<file path="src/rtl/i2s_pkg.sv">
// Shared types, encodings and elaboration helpers for the I2S capture master.
package i2s_pkg;

  localparam logic [1:0] CH_LEFT  = 2'b00;
  localparam logic [1:0] CH_RIGHT = 2'b01;
  localparam logic [1:0] CH_BOTH  = 2'b10;

  typedef enum logic [1:0] {
    ST_IDLE,
    ST_WAIT_FRAME,
    ST_RUN,
    ST_DONE
  } cap_state_e;

  function automatic int clog2(input int value);
    int r;
    r = 0;
    for (int v = value - 1; v > 0; v = v >> 1) r++;
    return r;
  endfunction

  function automatic bit params_ok(input int data_w, input int slot_w, input int sck_div,
                                   input int capture_len, input int fifo_depth);
    return (data_w >= 1) && (data_w < slot_w) && (sck_div >= 1) && (capture_len >= 1) &&
           (fifo_depth >= 2) && ((fifo_depth & (fifo_depth - 1)) == 0);
  endfunction

endpackage

</file>
<file path="src/rtl/i2s_capture_master_if.sv">
// Valid/ready sample stream from the capture FIFO to the defect-detection datapath.
interface i2s_capture_master_if #(
  parameter int DATA_W = 8
);
  logic [DATA_W-1:0] sample_o;
  logic              sample_ch_o;
  logic              sample_valid_o;
  logic              sample_ready_i;

  modport master (output sample_o, sample_ch_o, sample_valid_o, input sample_ready_i);
  modport slave  (input sample_o, sample_ch_o, sample_valid_o, output sample_ready_i);
endinterface

</file>
<file path="src/rtl/sync_fifo.sv">
// Single-clock FIFO with flush; a push into a full FIFO succeeds only alongside a pop.
module sync_fifo
  import i2s_pkg::*;
#(
  parameter int WIDTH = 9,
  parameter int DEPTH = 8
) (
  input  logic             clk,
  input  logic             rst_n,
  input  logic             flush,
  input  logic             push,
  input  logic [WIDTH-1:0] push_data,
  input  logic             pop,
  output logic [WIDTH-1:0] pop_data,
  output logic             full,
  output logic             empty
);
  localparam int AW = clog2(DEPTH);

  logic [WIDTH-1:0] mem [DEPTH];
  logic [AW:0]      wr_ptr, rd_ptr;
  logic             wr_ok, rd_ok;

  // Extra pointer bit separates full from empty when the address bits match.
  assign full     = (wr_ptr[AW] != rd_ptr[AW]) && (wr_ptr[AW-1:0] == rd_ptr[AW-1:0]);
  assign empty    = (wr_ptr == rd_ptr);
  assign wr_ok    = push && (!full || pop);
  assign rd_ok    = pop && !empty;
  assign pop_data = mem[rd_ptr[AW-1:0]];

  always_ff @(posedge clk or negedge rst_n) begin
    if (!rst_n) begin
      wr_ptr <= '0;
      rd_ptr <= '0;
    end else if (flush) begin
      wr_ptr <= '0;
      rd_ptr <= '0;
    end else begin
      if (wr_ok) wr_ptr <= wr_ptr + 1'b1;
      if (rd_ok) rd_ptr <= rd_ptr + 1'b1;
    end
  end

  always_ff @(posedge clk) begin
    if (wr_ok && !flush) mem[wr_ptr[AW-1:0]] <= push_data;
  end

endmodule

</file>
<file path="src/rtl/i2s_capture_master.sv">
// I2S master receiver: SCK/WS generation, MSB-first deserialiser and a frame-aligned
// burst capture into a FIFO drained over a valid/ready stream.
module i2s_capture_master
  import i2s_pkg::*;
#(
  parameter int DATA_W      = 8,
  parameter int SLOT_W      = 16,
  parameter int SCK_DIV     = 4,
  parameter int CAPTURE_LEN = 4096,
  parameter int FIFO_DEPTH  = 8
) (
  input  logic                                clk_27M,
  input  logic                                rst_n_i,
  input  logic                                arm_i,
  input  logic                                abort_i,
  input  logic [1:0]                          chan_sel_i,
  input  logic                                sd_i,
  output logic                                sck_o,
  output logic                                ws_o,
  output logic                                busy_o,
  output logic                                done_o,
  output logic                                overflow_o,
  output logic [clog2(CAPTURE_LEN+1)-1:0]     cnt_o,
  i2s_capture_master_if.master                strm
);
  localparam int FRAME_W = 2 * SLOT_W;
  localparam int BIT_W   = clog2(FRAME_W);
  localparam int DIV_W   = clog2(SCK_DIV + 1);
  localparam int CNT_W   = clog2(CAPTURE_LEN + 1);

  if (!params_ok(DATA_W, SLOT_W, SCK_DIV, CAPTURE_LEN, FIFO_DEPTH)) begin : g_param_err
    $error("i2s_capture_master: illegal parameter set");
  end

  logic [DIV_W-1:0]  div_cnt;
  logic              sck_tick, sck_rise, sck_fall;
  logic [BIT_W-1:0]  bit_idx, bit_idx_nxt, slot_bit;
  logic              slot_ch, in_data, sample_done, chan_ok, frame_wrap;
  logic [DATA_W-1:0] shift_nxt;
  cap_state_e        state, state_nxt;
  logic              cnt_clr, cnt_inc, flush, push, pop, fifo_full, fifo_empty;
  logic [DATA_W-1:0] head_data;
  logic              head_ch;

  assign sck_tick = (div_cnt == DIV_W'(SCK_DIV - 1));
  assign sck_rise = sck_tick && !sck_o;
  assign sck_fall = sck_tick && sck_o;

  always_ff @(posedge clk_27M or negedge rst_n_i) begin
    if (!rst_n_i) begin
      div_cnt <= '0;
      sck_o   <= 1'b0;
    end else if (sck_tick) begin
      div_cnt <= '0;
      sck_o   <= !sck_o;
    end else begin
      div_cnt <= div_cnt + 1'b1;
    end
  end

  assign bit_idx_nxt = (bit_idx == BIT_W'(FRAME_W - 1)) ? '0 : bit_idx + 1'b1;
  assign frame_wrap  = sck_fall && (bit_idx == BIT_W'(FRAME_W - 1));

  // WS is derived from the post-advance index so it leads the slot's delay bit.
  always_ff @(posedge clk_27M or negedge rst_n_i) begin
    if (!rst_n_i) begin
      bit_idx <= '0;
      ws_o    <= 1'b0;
    end else if (sck_fall) begin
      bit_idx <= bit_idx_nxt;
      ws_o    <= (bit_idx_nxt >= BIT_W'(SLOT_W));
    end
  end

  assign slot_ch     = (bit_idx >= BIT_W'(SLOT_W));
  assign slot_bit    = slot_ch ? bit_idx - BIT_W'(SLOT_W) : bit_idx;
  assign in_data     = (slot_bit != '0) && (slot_bit <= BIT_W'(DATA_W));
  assign sample_done = sck_rise && (slot_bit == BIT_W'(DATA_W));
  assign chan_ok     = slot_ch ? (chan_sel_i != CH_LEFT) : (chan_sel_i != CH_RIGHT);

  if (DATA_W > 1) begin : g_shift
    logic [DATA_W-2:0] shift_q;
    always_ff @(posedge clk_27M) begin
      if (sck_rise && in_data) shift_q <= shift_nxt[DATA_W-2:0];
    end
    assign shift_nxt = {shift_q, sd_i};
  end else begin : g_shift_1b
    assign shift_nxt = sd_i;
  end

  always_ff @(posedge clk_27M or negedge rst_n_i) begin
    if (!rst_n_i) state <= ST_IDLE;
    else          state <= state_nxt;
  end

  always_comb begin
    state_nxt = state;
    cnt_clr   = 1'b0;
    cnt_inc   = 1'b0;
    flush     = 1'b0;
    push      = 1'b0;
    case (state)
      ST_IDLE: begin
        if (arm_i && !abort_i) begin
          state_nxt = ST_WAIT_FRAME;
          cnt_clr   = 1'b1;
        end
      end
      ST_WAIT_FRAME: begin
        if (abort_i) begin
          state_nxt = ST_IDLE;
          flush     = 1'b1;
        end else if (frame_wrap) begin
          state_nxt = ST_RUN;
        end
      end
      ST_RUN: begin
        if (abort_i) begin
          state_nxt = ST_IDLE;
          flush     = 1'b1;
        end else if (sample_done && chan_ok) begin
          push    = 1'b1;
          cnt_inc = 1'b1;
          if (cnt_o == CNT_W'(CAPTURE_LEN - 1)) state_nxt = ST_DONE;
        end
      end
      ST_DONE:  state_nxt = ST_IDLE;
      default:  state_nxt = ST_IDLE;
    endcase
  end

  // Dropped samples still count towards the burst length.
  always_ff @(posedge clk_27M or negedge rst_n_i) begin
    if (!rst_n_i) begin
      cnt_o      <= '0;
      overflow_o <= 1'b0;
    end else if (cnt_clr) begin
      cnt_o      <= '0;
      overflow_o <= 1'b0;
    end else begin
      if (cnt_inc) cnt_o <= cnt_o + 1'b1;
      if (push && fifo_full && !pop) overflow_o <= 1'b1;
    end
  end

  assign busy_o = (state == ST_WAIT_FRAME) || (state == ST_RUN);
  assign done_o = (state == ST_DONE);
  assign pop    = !fifo_empty && strm.sample_ready_i;

  sync_fifo #(
    .WIDTH (DATA_W + 1),
    .DEPTH (FIFO_DEPTH)
  ) u_fifo (
    .clk       (clk_27M),
    .rst_n     (rst_n_i),
    .flush     (flush),
    .push      (push),
    .push_data ({slot_ch, shift_nxt}),
    .pop       (pop),
    .pop_data  ({head_ch, head_data}),
    .full      (fifo_full),
    .empty     (fifo_empty)
  );

  assign strm.sample_valid_o = !fifo_empty;
  assign strm.sample_o       = fifo_empty ? '0 : head_data;
  assign strm.sample_ch_o    = !fifo_empty && head_ch;

endmodule

</file>
<file path="src/flat_wrapper.sv">
// flat-port wrapper written by rule: the top's interface ports become plain ports
module i2s_capture_master_flat import i2s_pkg::*;
#(
  parameter int DATA_W      = 8,
  parameter int SLOT_W      = 16,
  parameter int SCK_DIV     = 4,
  parameter int CAPTURE_LEN = 4096,
  parameter int FIFO_DEPTH  = 8
)
  (clk_27M, rst_n_i, arm_i, abort_i, chan_sel_i, sd_i, sck_o, ws_o, busy_o, done_o, overflow_o, cnt_o, strm_sample_o, strm_sample_ch_o, strm_sample_valid_o, strm_sample_ready_i);
  i2s_capture_master_if #(.DATA_W(DATA_W)) strm_i ();
  input  logic clk_27M;
  input  logic rst_n_i;
  input  logic arm_i;
  input  logic abort_i;
  input  logic [1:0] chan_sel_i;
  input  logic sd_i;
  output logic sck_o;
  output logic ws_o;
  output logic busy_o;
  output logic done_o;
  output logic overflow_o;
  output logic [clog2(CAPTURE_LEN+1)-1:0] cnt_o;
  output wire logic [$bits(strm_i.sample_o)-1:0] strm_sample_o;
  output wire logic [$bits(strm_i.sample_ch_o)-1:0] strm_sample_ch_o;
  output wire logic [$bits(strm_i.sample_valid_o)-1:0] strm_sample_valid_o;
  input wire logic [$bits(strm_i.sample_ready_i)-1:0] strm_sample_ready_i;
  assign strm_sample_o = strm_i.sample_o;
  assign strm_sample_ch_o = strm_i.sample_ch_o;
  assign strm_sample_valid_o = strm_i.sample_valid_o;
  assign strm_i.sample_ready_i = strm_sample_ready_i;
  i2s_capture_master #(.DATA_W(DATA_W), .SLOT_W(SLOT_W), .SCK_DIV(SCK_DIV), .CAPTURE_LEN(CAPTURE_LEN), .FIFO_DEPTH(FIFO_DEPTH)) u_core (.clk_27M(clk_27M), .rst_n_i(rst_n_i), .arm_i(arm_i), .abort_i(abort_i), .chan_sel_i(chan_sel_i), .sd_i(sd_i), .sck_o(sck_o), .ws_o(ws_o), .busy_o(busy_o), .done_o(done_o), .overflow_o(overflow_o), .cnt_o(cnt_o), .strm(strm_i));
endmodule
</file>
<file path="config.mk">
export PLATFORM = sky130hd
export DESIGN_NAME = i2s_capture_master_flat
export DESIGN_NICKNAME = d
export VERILOG_FILES = /design/src/rtl/i2s_pkg.sv /design/src/rtl/i2s_capture_master_if.sv /design/src/rtl/sync_fifo.sv /design/src/rtl/i2s_capture_master.sv /design/src/flat_wrapper.sv
export SDC_FILE = /design/constraint.sdc
export NUM_CORES = 1
export LEC_CHECK = 0
export CAP_MARGIN = 20
export CORE_MARGIN = 5
export CORE_UTILIZATION = 52
export DETAILED_ROUTE_END_ITERATION = 8
export PLACE_DENSITY = 0.83
export SLEW_MARGIN = 20
export SYNTH_ARGS = -nofsm -noshare
export SYNTH_HDL_FRONTEND = slang
export SYNTH_SLANG_ARGS = --single-unit
</file>
<file path="constraint.sdc">
create_clock -name clk_27M -period 2.8 [get_ports clk_27M]
set_clock_uncertainty 0.05 [all_clocks]
set_input_delay 0.28 -clock clk_27M [delete_from_list [all_inputs] [get_ports clk_27M]]
set_output_delay 0.28 -clock clk_27M [all_outputs]
set_load 0.01 [all_outputs]
</file>
==> results of run 1 <==
through the flow:
| step | std cells | area, µm² | hold slack (ps) | utilization, % |
|---|---|---|---|---|
| after floorplan | 317 | 4840 | -65.6 | - |
| after global placement | 469 | 5430 | 370 | 59.3 |
| after detailed placement | 469 | 5430 | 384 | 59.3 |
| after CTS | 485 | 5660 | 234 | 61.8 |
| after global routing | 485 | 5660 | 255 | 61.9 |
| final | 485 | 5660 | 232 | 61.9 |
where the power goes:
part	switching, µW	leakage, µW	internal, µW
Clock	625	0.000108	371
Combinational	524	0.000778	536
Sequential	33.0	0.00117	1790
cell families (layout without fill, tap and decap cells):
| kind of cell | after synthesis | after routing | share of synthesized area [%] |
|---|---|---|---|
| AO/OA/AOI/OAI | 29 | 29 | 4.08 |
| XOR/XNOR | 18 | 18 | 3.25 |
| adder cells (fa/ha/maj) | 11 | 11 | 2.84 |
| buffers and inverters | 20 | 77 | 1.81 |
| flip-flops | 112 | 112 | 66.0 |
| multiplexers | 31 | 31 | 11.1 |
| AND/OR/NAND/NOR | 96 | 96 | 10.9 |
state kept, by name, indices dropped and copies added (netlist names):
register / count
u_core.bit_idx: 5
u_core.cnt_o: 13
u_core.div_cnt: 3
u_core.g_shift.shift_q: 7
u_core.overflow_o: 1
u_core.sck_o: 1
u_core.state: 2
u_core.u_fifo.mem: 72
u_core.u_fifo.rd_ptr: 4
u_core.u_fifo.wr_ptr: 4
what timing repair did:
| item | CTS | global route |
|---|---|---|
| resized for setup | 2 | 3 |
| hold buffers | 0 | 0 |
| setup endpoints to repair | 2 | 10 |
| hold endpoints to repair | 0 | 0 |
worst max-delay path: cells and delay by family, from the launching register on:
family	cells	cell delay, ps
simple gates	2	410
xor+xnor	1	270
buf+inv	2	740
flops	1	540
synth_stat cells (all sizes together) (2+ instances only):
cell type,number
mux2i,10
nor4,2
and2b,2
and3,2
nand2,19
a21oi,10
or3,5
inv,8
buf,6
nor4b,3
dfrtp,33
nor3,12
xnor2,12
o21ai,10
clkbuf,6
edfxtp,79
nand2b,3
mux2,3
xor2,6
nand4,2
mux4,18
and2,2
nor2b,2
nor3b,3
nor2,27
nand3,10
ha,11
layer usage:
metal	up-vias	part of all wire, %	global-route usage (%)
met5	-	0	0
met4	0	1.7	6.30
met1	1401	42	21.0
met2	63	52	30.0
li1	1296	-	-
met3	12	3.9	3.34
path summary, 6_finish.rpt:
| kind | start | endpoint | slack [ps] | depth (start not counted) |
|---|---|---|---|---|
| min in group clk_27M | u_core.div_cnt[0] | u_core.div_cnt[0] | 400 | 1 |
| setup / recovery | u_core.u_fifo.wr_ptr[1] | strm_sample_o[0] | 150 | 5 |
| max in group asynchronous | rst_n_i | u_core.u_fifo.rd_ptr[0] | 2130 | 2 |
| setup reg to reg | u_core.u_fifo.wr_ptr[1] | u_core.u_fifo.mem[6][3] | 410 | 6 |
| hold / removal | rst_n_i | u_core.bit_idx[1] | 230 | 2 |
| hold reg to reg | u_core.div_cnt[0] | u_core.div_cnt[0] | 400 | 1 |
cell type report:
class / count / area [µm²]
inverters: 8 / 30.0
clock inverters: 7 / 93.8
well taps: 111 / 139
clock buffers: 9 / 124
flip-flops and latches: 112 / 3200
repair buffers: 53 / 489
fillers: 674 / 3490
multi-input cells: 185 / 1590
==> results by group, run 1 <==
Status
  • Status: completed

Setup path
  • CP Capture Type: output pin
  • Worst-path fanout max: 11
  • Crit path kind: reg2out
  • Crit path DAT: roughly 2300 ps
  • Max incr delay on CP: 540 ps
  • Cells along the critical path: xor2_1, nor4b_4, buf_4, nor2_1, clkdlybuf4s50_1
  • Slowest stage cell, crit path: dfrtp_1
  • Critical path data required time: 2470 ps
  • CP startpoint kind: flip-flop

Power
  • VDD IR max: between 0.4 and 0.5 mV
  • Total Power: roughly 3900 µW
  • Pwr dens: approximately 680 mW/mm²
  • Leakage power: 0.00205 µW

Yosys
  • Seq cells post-synth: about 110
  • Area share of the largest cell type after synthesis: 49.0%
  • Synth async-reset ratio: 29.5%
  • Largest area contributor in the netlist: edfxtp_1
  • Sequential fraction of the synthesis area: between 60% and 70%
  • Primary FF master, synth: edfxtp_1
  • Synthesized area: just under 0.005 mm²
  • Gate count of the mapped netlist: ~320
  • Synth area leaders: edfxtp_1 (49%), dfrtp_1 (17%), mux4_2 (8.4%), ha_1 (2.8%), xnor2_1 (2.2%)
  • Syn Nets: between 300 and 400
  • Post-synthesis cell type count: 43
  • Number of flops mapped to enable cells by yosys: 79
  • Synth Warn #: 0
  • Syn avg cell area: roughly 15 µm²

STA
  • Max-slew violations: 0
  • Rel. slew slack: roughly 68%
  • Final period utilization: between 90% and 100%
  • Post-layout min period: 2650 ps
  • Final hold vios: 0
  • Worst-margin pin slew: 480 ps
  • Unrepaired setup endpoints after global routing: false
  • TNS Setup: 0 ps
  • Final setup viols: 0
  • Setup ws final: about 150 ps
  • Achievable Freq: 0.377 GHz

Global route
  • Antenna violations before repair: 0
  • First-pass GRT wire length: 14700 µm
  • GR Util All Layers: between 15 and 20%
  • Overflow after GRT: 0
  • Largest net degree at the start of global routing: 34
  • Vias in the first global route: a little under 3000

Clocking
  • Cts bufs inserted: 9
  • Clock Path Buffers: 2
  • H-tree Lvls: 3
  • Clock sinks: approximately 110
  • Post-CTS Repair Setup Buffers: 0
  • Worst-path clk slew: between 100 and 150 ps
  • Root buffer cell: clkbuf_8
  • Clock Latency Late Sink: 380 ps
  • CTS tree: yes

Drt
  • Drt pass-1 iters: 4
  • Routed WL: between 9000 and 10000 µm
  • Initial DRC count: 84
  • Residual DRC: 0
  • Drt wl/cell: between 15 and 20 µm
  • Vias per cell: 5.72
  • Vias: 2772
  • Routed Antenna Nets: 0

Floorplan
  • Starting density of the core: a little over half
  • Top Ports: 36
  • Placeable Area: ~0.0092 mm²
  • Cell row count: 35
  • DIE AREA: ~0.011 mm²
  • Die Ht: between 100 and 150 µm
  • Die Span X: between 100 and 150 µm

Min path
  • Worst Hold Class: in2async

Layout
  • Nets: slightly below 400
  • Ratio of cells with drive above 1 in the final layout: a little under a fifth
  • Area grow syn2layout: 16.9%
  • Most frequent cells in the layout: edfxtp_1 (79), clkdlybuf4s50_1 (35), dfrtp_1 (30), nor2_1 (27), nand2_1 (19)
  • Antenna diode count: 0
  • Commonest non-fill, non-tap cell in the layout: edfxtp_1

Placed design
  • Port Buffers: 35
  • Gpl congestion: 0.831
  • Hpwl dp: a little over 6000 µm
  • Pre-CTS WS: roughly 340 ps

Flow run
  • Max Cap Violations: 0
Note: power is estimated with default switching activity, not from simulation.
==> run 2: changes to the inputs <==
--- a/config.mk
+++ b/config.mk
@@ -10,6 +10,7 @@
 export CORE_UTILIZATION = 52
 export DETAILED_ROUTE_END_ITERATION = 8
 export PLACE_DENSITY = 0.83
+export SKIP_CTS_REPAIR_TIMING = 1
 export SLEW_MARGIN = 20
 export SYNTH_ARGS = -nofsm -noshare
 export SYNTH_HDL_FRONTEND = slang
==> results by group, run 2 (same netlist as run 1, synthesis figures left out) <==
Setup path
  • Max incr delay on CP: 540 ps (about the same)
  • Slowest stage cell, crit path: dfrtp_1 (unchanged)
  • Critical path data required time: 2470 ps (about the same)
  • Reg2reg path depth: 6 (unchanged)
  • Crit path DAT: 2310 ps (was 2320 ps)
  • CP Capture Type: output pin (unchanged)
  • CP startpoint kind: flip-flop (unchanged)
  • Worst-path fanout max: 11 (unchanged)
  • Cells along the critical path: xor2_1, nor4b_4, buf_4, nor2_1, clkdlybuf4s50_1 (unchanged)
  • Crit path kind: reg2out (unchanged)

Floorplan
  • Die Ht: 107 µm (unchanged)
  • Cell row count: 35 (unchanged)
  • Placeable Area: 0.00915 mm² (unchanged)
  • DIE AREA: 0.0113 mm² (unchanged)
  • Top Ports: 36 (unchanged)
  • Die Span X: 107 µm (unchanged)
  • Starting density of the core: 52.9% (unchanged)

Power
  • Leakage power: 0.00205 µW (unchanged)
  • VDD IR max: 0.434 mV (about the same)
  • Pwr dens: 684 mW/mm² (about the same)

Layout
  • Ratio of cells with drive above 1 in the final layout: 19.0% (unchanged)
  • Antenna diode count: 0 (unchanged)
  • Commonest non-fill, non-tap cell in the layout: edfxtp_1 (unchanged)
  • Max FFs per register: 72 (unchanged)
  • Most frequent cells in the layout: edfxtp_1 (79), clkdlybuf4s50_1 (35), dfrtp_1 (30), nor2_1 (27), nand2_1 (19) (unchanged)
  • Nets: 388 (unchanged)
  • Area grow syn2layout: 16.9% (unchanged)

Global route
  • First-pass GRT wire length: 14700 µm (about the same)
  • Overflow after GRT: 0 (unchanged)
  • Antenna violations before repair: 0 (unchanged)
  • GR Util All Layers: 17.0% (was 17.1%)
  • Largest net degree at the start of global routing: 34 (unchanged)
  • Vias in the first global route: 2912 (was 2917)

Drt
  • Drt pass-1 iters: 4 (unchanged)
  • Drt wl/cell: 18.5 µm (was 18.6 µm)
  • Routed WL: 8990 µm (was 9000 µm)
  • Vias: 2756 (was 2772)
  • Routed Antenna Nets: 0 (unchanged)
  • Vias per cell: 5.68 (was 5.72)
  • Residual DRC: 0 (unchanged)
  • Initial DRC count: 95 (was 84)

Clocking
  • CTS tree: yes (unchanged)
  • H-tree Lvls: 3 (unchanged)
  • Cts bufs inserted: 9 (unchanged)
  • Clock sinks: 112 (unchanged)
  • Clock Path Buffers: 2 (unchanged)
  • Root buffer cell: clkbuf_8 (unchanged)
  • Worst-path clk slew: 120 ps (about the same)
  • Clock Latency Late Sink: 380 ps (about the same)

Placed design
  • Hpwl dp: 6140 µm (unchanged)
  • Pre-CTS WS: 342 ps (unchanged)
  • Gpl congestion: 0.831 (unchanged)
  • Port Buffers: 35 (unchanged)

Status
  • Status: completed (unchanged)

STA
  • Post-layout min period: 2640 ps (was 2650 ps)
  • Unrepaired setup endpoints after global routing: false (unchanged)
  • TNS Setup: 0 ps (unchanged)
  • Rel. slew slack: 67.8% (about the same)
  • Final setup viols: 0 (unchanged)
  • Setup ws final: 158 ps (was 150 ps)
  • Min Hold Slack: 232 ps (about the same)
  • Final period utilization: 94.4% (was 94.6%)
  • Max-slew violations: 0 (unchanged)
  • Worst-margin pin slew: 480 ps (about the same)
  • Achievable Freq: 0.378 GHz (was 0.377 GHz)
  • Final hold vios: 0 (unchanged)

Min path
  • Worst Hold Class: in2async (unchanged)

Flow run
  • Max Cap Violations: 0 (unchanged)
[run 2: cell counts in the layout (fill, tap and decap cells not counted)]
No cell type changed its count.
[run 2: final cells by class]
| type | instances | area [µm²] |
|---|---|---|
| Clock buffer | 9 | 124 |
| Multi-Input combinational cell | 185 | 1590 |
| Sequential cell | 112 | 3200 |
| Timing Repair Buffer | 53 | 489 |
| Clock inverter | 7 | 93.8 |
| Fill cell | 674 | 3490 |
| Inverter | 8 | 30.0 |
| Tap cell | 111 | 139 |
[run 2: metrics by stage]
step | util [%] | area [µm²] | instances | total power [µW]
floorplan | - | 4840 | 317 | 2500
global route | 61.9 | 5660 | 485 | 4070
global placement | 59.3 | 5430 | 469 | 2890
CTS | 61.7 | 5650 | 485 | 3890
finish | 61.9 | 5660 | 485 | 3870
detailed placement | 59.3 | 5430 | 469 | 2910
[run 2: where the power goes]
part / internal (µW) / leakage (µW) / switching [µW]
combinational: 536 / 0.000778 / 524
sequential: 1790 / 0.00117 / 33.0
clock: 371 / 0.000108 / 622
[run 2: worst max-delay path: cells and delay by family (launching register included)]
family	cells	cell delay (ps)
xor gates and xnor gates	1	270
buffers and inverters	2	740
DFF	1	540
and+or+nand+nor	2	410
[run 2: metal layers]
| metal | vias up | global-route usage, % | part of all wire, % |
|---|---|---|---|
| li1 | 1294 | - | - |
| met1 | 1385 | 21.0 | 42 |
| met2 | 65 | 29.9 | 52 |
| met3 | 12 | 3.34 | 4.0 |
| met4 | 0 | 6.30 | 1.7 |
| met5 | - | 0 | 0 |
[run 2: worst paths after layout]
| path | startpoint | endpoint | slack [ps] |
|---|---|---|---|
| max | u_core.u_fifo.wr_ptr[1] | strm_sample_o[0] | 160 |
| min | rst_n_i | u_core.bit_idx[1] | 230 |
| max reg2reg | u_core.u_fifo.wr_ptr[1] | u_core.u_fifo.mem[6][3] | 420 |
| min reg2reg | u_core.div_cnt[0] | u_core.div_cnt[0] | 400 |
| max in group asynchronous | rst_n_i | u_core.u_fifo.rd_ptr[0] | 2130 |
| min in group clk_27M | u_core.div_cnt[0] | u_core.div_cnt[0] | 400 |
